<file path="config.mk">
export PLATFORM = sky130hd
export DESIGN_NAME = pfb_bin_select
export DESIGN_NICKNAME = d
export VERILOG_FILES = /design/src/rtl/pfb_bin_select.sv
export SDC_FILE = /design/constraint.sdc
export NUM_CORES = 1
export LEC_CHECK = 0
export CAP_MARGIN = 20
export CORE_ASPECT_RATIO = 2
export CORE_MARGIN = 3
export CORE_UTILIZATION = 50
export CTS_CLUSTER_DIAMETER = 30
export DETAILED_ROUTE_END_ITERATION = 8
export PLACE_DENSITY_LB_ADDON = 0.12
export SYNTH_ARGS = -nofsm -noshare
export SYNTH_HDL_FRONTEND = slang
export SYNTH_SLANG_ARGS = --single-unit
</file>
<file path="constraint.sdc">
create_clock -name clk -period 6.5 [get_ports clk]
set_input_delay 0.65 -clock clk [delete_from_list [all_inputs] [get_ports clk]]
set_output_delay 0.65 -clock clk [all_outputs]
set_load 0.02 [all_outputs]
</file>
<file path="src/rtl/pfb_bin_select.sv">
// Bin-range selector for channelised frames: forwards a contiguous bin window of each
// frame and re-frames it with tlast on the last selected bin.
module pfb_bin_select #(
    parameter int unsigned BASE          = 140,
    parameter int unsigned MAX_BINS_LOG2 = 10,
    parameter int unsigned WIDTH         = 32
) (
    input  logic             clk,
    input  logic             reset_n,
    input  logic             set_stb,
    input  logic [7:0]       set_addr,
    input  logic [31:0]      set_data,
    input  logic [WIDTH-1:0] i_tdata,
    input  logic             i_tlast,
    input  logic             i_tvalid,
    output logic             i_tready,
    output logic [WIDTH-1:0] o_tdata,
    output logic             o_tlast,
    output logic             o_tvalid,
    input  logic             o_tready,
    output logic             frame_err
);

    localparam int unsigned CW = MAX_BINS_LOG2;
    localparam int unsigned NW = MAX_BINS_LOG2 + 1;

    localparam logic [7:0]    ADDR_LOG2  = 8'(BASE);
    localparam logic [7:0]    ADDR_START = 8'(BASE + 1);
    localparam logic [7:0]    ADDR_NUM   = 8'(BASE + 2);
    localparam logic [3:0]    LOG2_MAX   = 4'(MAX_BINS_LOG2);
    localparam logic [NW-1:0] NUM_ALL    = {1'b1, {CW{1'b0}}};
    localparam logic [NW-1:0] ONE_N      = {{(NW-1){1'b0}}, 1'b1};
    localparam logic [CW-1:0] ONE_C      = {{(CW-1){1'b0}}, 1'b1};

    // Shadow (bus-written) and active (frame-aligned) configuration
    logic [3:0]    r_sh_log2, r_log2;
    logic [CW-1:0] r_sh_start, r_start;
    logic [NW-1:0] r_sh_num, r_num;

    logic [CW-1:0]    r_bin_cnt;
    logic             r_out_open;
    logic             r_valid;
    logic             r_last;
    logic [WIDTH-1:0] r_data;
    logic             r_frame_err;

    logic [3:0]    w_log2_clamped;
    logic          w_acc;
    logic          w_cfg_load;
    logic [NW-1:0] w_nbins;
    logic [NW-1:0] w_nbins_m1;
    logic [NW:0]   w_sum;
    logic [NW:0]   w_sum_m1;
    logic [NW-1:0] w_last_sel;
    logic          w_empty;
    logic          w_sel;
    logic          w_sel_last;
    logic          w_is_last_bin;
    logic          w_early;
    logic          w_emit;
    logic          w_emit_last;
    logic          unused_set_data;

    assign unused_set_data = ^set_data[31:NW];

    always_comb begin
        w_log2_clamped = set_data[3:0];
        if (set_data[3:0] == 4'd0) begin
            w_log2_clamped = 4'd1;
        end else if (set_data[3:0] > LOG2_MAX) begin
            w_log2_clamped = LOG2_MAX;
        end
    end

    always_ff @(posedge clk or negedge reset_n) begin
        if (!reset_n) begin
            r_sh_log2  <= LOG2_MAX;
            r_sh_start <= '0;
            r_sh_num   <= NUM_ALL;
        end else if (set_stb) begin
            if (set_addr == ADDR_LOG2) begin
                r_sh_log2 <= w_log2_clamped;
            end
            if (set_addr == ADDR_START) begin
                r_sh_start <= set_data[CW-1:0];
            end
            if (set_addr == ADDR_NUM) begin
                r_sh_num <= set_data[NW-1:0];
            end
        end
    end

    assign i_tready   = ~r_valid | o_tready;
    assign w_acc      = i_tvalid & i_tready;
    // Only an idle frame boundary may swap config, so a frame never sees two ranges
    assign w_cfg_load = (r_bin_cnt == '0) & ~w_acc;

    always_ff @(posedge clk or negedge reset_n) begin
        if (!reset_n) begin
            r_log2  <= LOG2_MAX;
            r_start <= '0;
            r_num   <= NUM_ALL;
        end else if (w_cfg_load) begin
            r_log2  <= r_sh_log2;
            r_start <= r_sh_start;
            r_num   <= r_sh_num;
        end
    end

    // Range end evaluated one bit wider than nbins so start+num-1 cannot wrap
    assign w_nbins    = ONE_N << r_log2;
    assign w_nbins_m1 = w_nbins - ONE_N;
    assign w_sum      = {2'b00, r_start} + {1'b0, r_num};
    assign w_sum_m1   = w_sum - {1'b0, ONE_N};
    assign w_last_sel = (w_sum_m1 > {1'b0, w_nbins_m1}) ? w_nbins_m1 : w_sum_m1[NW-1:0];
    assign w_empty    = (r_num == '0) | ({1'b0, r_start} >= w_nbins);

    assign w_sel         = ~w_empty & (r_bin_cnt >= r_start) & ({1'b0, r_bin_cnt} <= w_last_sel);
    assign w_sel_last    = ({1'b0, r_bin_cnt} == w_last_sel);
    assign w_is_last_bin = ({1'b0, r_bin_cnt} == w_nbins_m1);
    assign w_early       = i_tlast & ~w_is_last_bin;
    // An early tlast still closes an output frame that is already open
    assign w_emit        = w_sel | (w_early & r_out_open);
    assign w_emit_last   = w_early | w_sel_last;

    always_ff @(posedge clk or negedge reset_n) begin
        if (!reset_n) begin
            r_bin_cnt  <= '0;
            r_out_open <= 1'b0;
        end else if (w_acc) begin
            if (w_is_last_bin || w_early) begin
                r_bin_cnt <= '0;
            end else begin
                r_bin_cnt <= r_bin_cnt + ONE_C;
            end
            if (w_emit) begin
                r_out_open <= ~w_emit_last;
            end
        end
    end

    always_ff @(posedge clk or negedge reset_n) begin
        if (!reset_n) begin
            r_valid <= 1'b0;
            r_last  <= 1'b0;
            r_data  <= '0;
        end else if (w_acc && w_emit) begin
            r_valid <= 1'b1;
            r_last  <= w_emit_last;
            r_data  <= i_tdata;
        end else if (o_tready) begin
            r_valid <= 1'b0;
        end
    end

    always_ff @(posedge clk or negedge reset_n) begin
        if (!reset_n) begin
            r_frame_err <= 1'b0;
        end else begin
            r_frame_err <= w_acc & w_early;
        end
    end

    assign o_tvalid  = r_valid;
    assign o_tlast   = r_last;
    assign o_tdata   = r_data;
    assign frame_err = r_frame_err;

endmodule

</file>
==> qor.txt, run 1 <==
GRT Total Usage: 22.9%
Combinational Power Share: 65.4%
final std cells w/o fill: 812
Hold Crit Class: in2async
antenna cells: 0
worst rel slew slack: 48.5%
commonest cells after routing, fill and taps aside: clkdlybuf4s50_1 (91), dfrtp_1 (90), ha_1 (64)
syn_nets: 709
# DRC: 0
DIE HEIGHT: 161 um
Initial Util: 51.3%
gr ovfl total: 0
Worst Max-Slew Pin Slew: 769 ps
dpl ws: 512 ps
I/O Buffers: 92
Worst EP required: 6730 ps
async set or reset register ratio after synthesis: 100%
clock share of power: 13.6%
cell area after synthesis: 6030 um^2
PostCTS Resize Cnt: 0
FF+latch count, synth: 96
net switching power: 1740 uW
setup repair bufs after CTS: 0
overall routed net length: 14.8 mm
Setup crit start kind: flop
Slew Limit Fails: 0
clk_skew: 8.64 ps
worst skew pair latency: 340 ps
Final Hold Fails: 0
dpl cells: 795
Tmin final: 6080 ps
vias in the first global route: 4923
CTS Buf Count: 9
area delta synth->final: 24.0%
delay-heaviest family, CP: compound AO/OA/AOI/OAI gates
Die Width: 83.7 um
Worst setup EP type: flop
prevailing post-synth register cell: dfrtp_1
via count: 4660
CP max stage delay: 440 ps
CTS tree: built
Flop pwr share: 21.0%
root buf cell: clkbuf_16
Synth cell types: 59
DR iter-0 viols: 177
clk buf depth: 2
antenna violations before repair: 0
fin worst setup slack: 424 ps
core area: 11800 um^2
CTS sink cnt: 96
RSZ-0062 raised after global routing: false
# rows: 56
share of cells above drive strength 1: 18.0%
cell taking the most area after synthesis: dfrtp_1
CP max-delay cell: fa_1
PwrDens: 549 nW/um^2
outcome: finished clean
Cells after Synth: 566
Seq/Total Area, Yosys: 39.9%
sw frac: 42.4%
RD Place Congestion: 0.977
kind of critical path: reg2reg
Fmax: 165 MHz
setup violators final: 0
Avg Synthesized Cell Area: 10.7 um^2
commonest non-fill, non-tap cell in the layout: clkdlybuf4s50_1
internal power: 2370 uW
largest net degree at the start of global routing: 88
VDD IR max: 382 uV
Final Cycle Share: 93.5%
Synth top area share: 37.3%
hold buffers post-CTS: 0
first-pass GRT wire length: 24.6 mm
Routed WL per cell: 18.2 um
Arrival @ worst endpoint: 6300 ps
vias per cell: 5.74
antenna viol nets, final: 0
dominant cells by area after synthesis: dfrtp_1 (37%), ha_1 (13%), mux2_2 (9.5%), mux2_4 (7.0%), inv_1 (3.4%)
Ports: 114
yosys warns: 0
Max-Cap Viols: 0
H-tree levels: 3
Clock transition at path regs: 70 ps
EDFF count, synth: 0
CP bufs+invs: 4
HPWL after DPL: 11.7 mm
Total Neg Setup Slack: 0 ps
die footprint: 13500 um^2
crit path max fanout: 34
1st-pass router iterations: 5
# nets final: 805
Lkg Pwr: 0.00350 uW
-- final timing paths --
check                                    startpoint                       end  slack, ps  cells after the start
max                          r_start[1]$_DFFE_PN0P_    o_tdata[1]$_DFFE_PN0P_        420                     28
min                                         reset_n     r_log2[0]$_DFFE_PN0P_        130                      1
max reg2reg                  r_start[1]$_DFFE_PN0P_    o_tdata[1]$_DFFE_PN0P_        420                     28
min reg2reg                r_sh_log2[1]$_DFFE_PN1P_  r_sh_log2[1]$_DFFE_PN1P_        480                      2
max in group asynchronous                   reset_n     r_num[10]$_DFFE_PN1P_       5370                      3
min in group clk           r_sh_log2[1]$_DFFE_PN1P_  r_sh_log2[1]$_DFFE_PN1P_        480                      2
-- synth_stat cells, types with 3 or more instances --
cell type / n
a211oi_1: 3
a21o_1: 8
a21oi_1: 29
a31oi_1: 7
and3_1: 3
buf_6: 3
clkbuf_1: 14
dfrtp_1: 90
dfstp_2: 6
ha_1: 64
inv_1: 54
mux2_2: 51
mux2_4: 28
mux2i_1: 4
nand2_1: 30
nand2b_1: 7
nand3_1: 18
nand4_1: 5
nor2_1: 31
nor2b_1: 6
nor3_1: 12
o21ai_0: 24
o21bai_1: 3
o31ai_1: 5
or3_1: 3
xnor2_1: 14
xor2_1: 4
-- layout make-up --
cell class                      instances  area (um^2)
Tap cell                              145          181
Clock buffer                           10          229
Timing Repair Buffer                  104         1040
Sequential cell                        96         2410
Inverter                               54          203
Fill cell                             974         4290
Multi-Input combinational cell        397         3330
Clock inverter                          6         90.1
-- per-stage QoR --
| step | hold WS (ps) | power (uW) | utilization [%] | area [um^2] |
|---|---|---|---|---|
| after floorplan | 354 | 2760 | - | 6030 |
| after global placement | 466 | 3440 | 60.6 | 7130 |
| after detailed placement | 472 | 3530 | 60.6 | 7130 |
| after CTS | 123 | 4120 | 63.3 | 7450 |
| after global routing | 125 | 4420 | 63.6 | 7480 |
| final | 126 | 4110 | 63.6 | 7480 |
-- logic make-up (layout without fill, tap and decap cells) --
kind of cell,Yosys count,in the layout,synth area share [%]
flops,96,96,39.9
xor+xnor,18,18,2.61
buf+inv,73,174,4.91
fa+ha+maj,65,65,13.6
mux,83,83,17.2
simple gates,126,126,10.1
compound gates,105,105,11.6
-- flip-flops by register name, summed over array words and instances, names as in the netlist --
| name | cells |
|---|---|
| o_tdata | 32 |
| r_num | 11 |
| r_sh_num | 11 |
| r_bin_cnt | 10 |
| r_sh_start | 10 |
| r_start | 10 |
| r_log2 | 4 |
| r_sh_log2 | 4 |
| frame_err | 1 |
| o_tlast | 1 |
| o_tvalid | 1 |
| r_out_open | 1 |
-- power groups by stage --
stage | sequential, uW | clock [uW] | combinational [uW]
final | 863 | 559 | 2680
after floorplan | 985 | 0 | 1770
after global routing | 883 | 598 | 2940
after detailed placement | 870 | 0 | 2660
after CTS | 864 | 574 | 2680
after global placement | 867 | 0 | 2570
-- per-layer routing --
| layer | vias to the layer above | global-route usage (%) | wire length, um |
|---|---|---|---|
| met5 | - | 0 | 0 |
| met4 | 0 | 15.6 | 955 |
| met3 | 55 | 3.68 | 570 |
| met2 | 170 | 41.2 | 7920 |
| met1 | 2222 | 23.9 | 5330 |
| li1 | 2213 | - | - |
Note: power is estimated with default switching activity, not from simulation.
==> run 2: changes to the inputs <==
--- a/config.mk
+++ b/config.mk
@@ -5,6 +5,7 @@
 export SDC_FILE = /design/constraint.sdc
 export NUM_CORES = 1
 export LEC_CHECK = 0
+export ABC_CLOCK_PERIOD_IN_PS = 6500
 export CAP_MARGIN = 20
 export CORE_ASPECT_RATIO = 2
 export CORE_MARGIN = 3
==> results of run 2 <==
No change in the layout: final DEF, timing and power equal those of run 1.
==> run 3: changes to the inputs <==
--- a/config.mk
+++ b/config.mk
@@ -8,9 +8,9 @@
 export ABC_CLOCK_PERIOD_IN_PS = 6500
 export CAP_MARGIN = 20
 export CORE_ASPECT_RATIO = 2
-export CORE_MARGIN = 3
 export CORE_UTILIZATION = 50
 export CTS_CLUSTER_DIAMETER = 30
+export CTS_CLUSTER_SIZE = 8
 export DETAILED_ROUTE_END_ITERATION = 8
 export PLACE_DENSITY_LB_ADDON = 0.12
 export SYNTH_ARGS = -nofsm -noshare
==> qor.txt, run 3 (synthesis results as in run 1) <==
outcome: finished clean
Fmax: 161 MHz
RD Place Congestion: 0.931
# nets final: 805
clk buf depth: 2
Hold Crit Class: in2async
Max-Cap Viols: 0
# rows: 56
Final Cycle Share: 95.3%
I/O Buffers: 92
CTS tree: built
Sequential Area: 2410 um^2
antenna cells: 0
setup violators final: 0
DR iter-0 viols: 211
vias per cell: 5.60
VDD IR max: 485 uV
HPWL after DPL: 11.4 mm
worst skew pair latency: 340 ps
Worst EP required: 6720 ps
largest net degree at the start of global routing: 65
Arrival @ worst endpoint: 6410 ps
kind of critical path: reg2reg
antenna viol nets, final: 0
CTS Buf Count: 9
Ports: 114
area delta synth->final: 24.3%
1st-pass router iterations: 6
delay-heaviest family, CP: compound AO/OA/AOI/OAI gates
Lkg Pwr: 0.00352 uW
die footprint: 12500 um^2
CP max-delay cell: a2111oi_1
max reg flops: 32
first-pass GRT wire length: 23.2 mm
commonest cells after routing, fill and taps aside: clkdlybuf4s50_1 (91), dfrtp_1 (90), ha_1 (64)
crit path max fanout: 34
clock share of power: 14.6%
DIE HEIGHT: 157 um
worst rel slew slack: 43.6%
overall routed net length: 14.4 mm
Fillers: 974
clk_skew: 6.66 ps
antenna violations before repair: 0
via count: 4548
Final Util: 63.7%
CP bufs+invs: 4
sw frac: 42.0%
Combinational Power Share: 64.8%
Tmin final: 6200 ps
placed cell areas: 7130 um^2
share of cells above drive strength 1: 18.3%
vias in the first global route: 4754
Final Hold Fails: 0
Routed WL per cell: 17.7 um
GRT Total Usage: 24.4%
root buf cell: clkbuf_16
Flop pwr share: 20.6%
internal power: 2430 uW
Clock transition at path regs: 70 ps
Setup crit start kind: flop
net switching power: 1760 uW
# DRC: 0
total area of multi-input combinational cells: 3330 um^2
Worst setup EP type: flop
commonest non-fill, non-tap cell in the layout: clkdlybuf4s50_1
Die Width: 79.7 um
post-route cell area: 7500 um^2
H-tree levels: 3
gr ovfl total: 0
CTS sink cnt: 96
Worst Max-Slew Pin Slew: 842 ps
WHS: 241 ps
PwrDens: 558 nW/um^2
fin worst setup slack: 305 ps
Initial Util: 51.3%
Slew Limit Fails: 0
core area: 11800 um^2
dpl ws: 463 ps
CP max stage delay: 450 ps
-- run 3: worst paths after layout --
check                      cells past startpoint                      from                  endpoint  slack (ps)
setup / recovery                              29    r_start[4]$_DFFE_PN0P_   o_tdata[19]$_DFFE_PN0P_         300
hold / removal                                 1                   reset_n     r_log2[0]$_DFFE_PN0P_         240
setup reg to reg                              29    r_start[4]$_DFFE_PN0P_   o_tdata[19]$_DFFE_PN0P_         300
hold reg to reg                                2  r_sh_log2[1]$_DFFE_PN1P_  r_sh_log2[1]$_DFFE_PN1P_         490
max in group asynchronous                      2                   reset_n      o_tvalid$_DFFE_PN0P_        5120
min in group clk                               2  r_sh_log2[1]$_DFFE_PN1P_  r_sh_log2[1]$_DFFE_PN1P_         490
-- run 3: per-stage QoR --
| stage | std cells | setup TNS, ps | total power, uW |
|---|---|---|---|
| final | 812 | 0 | 4190 |
| after global routing | 812 | -1170 | 4500 |
| after CTS | 811 | 0 | 4180 |
| after detailed placement | 795 | 0 | 3540 |
| after global placement | 795 | 0 | 3450 |
| after floorplan | 566 | 0 | 2760 |
-- run 3: cell type report --
class | count | area share [%]
inverter | 54 | 2.70
sequential | 96 | 32.1
clock inverter | 6 | 1.50
tap | 145 | 2.42
clock buffer | 10 | 3.19
timing repair buffer | 104 | 13.6
multi-input combinational | 397 | 44.5
-- run 3: routing by layer --
| layer | wire, um | share of wire (%) | vias up | global-route usage (%) |
|---|---|---|---|---|
| li1 | - | - | 2199 | - |
| met3 | 375 | 2.6 | 39 | 3.01 |
| met2 | 7900 | 55 | 111 | 45.4 |
| met1 | 5350 | 37 | 2199 | 25.2 |
| met4 | 744 | 5.2 | 0 | 14.6 |
| met5 | 0 | 0 | - | 0 |
-- run 3: power by group through the flow --
stage	sequential [uW]	clock (uW)	combinational, uW
final	863	611	2710
after global routing	883	645	2970
after CTS	863	628	2690
after detailed placement	867	0	2670
after global placement	867	0	2580
after floorplan	985	0	1770
-- run 3: timing repair --
| item | 4_1_cts | 5_1_grt |
|---|---|---|
| hold buffers | 0 | 0 |
| setup endpoints to repair | 0 | 32 |
| resized for setup | 0 | 2 |
| setup buffers | 0 | 1 |
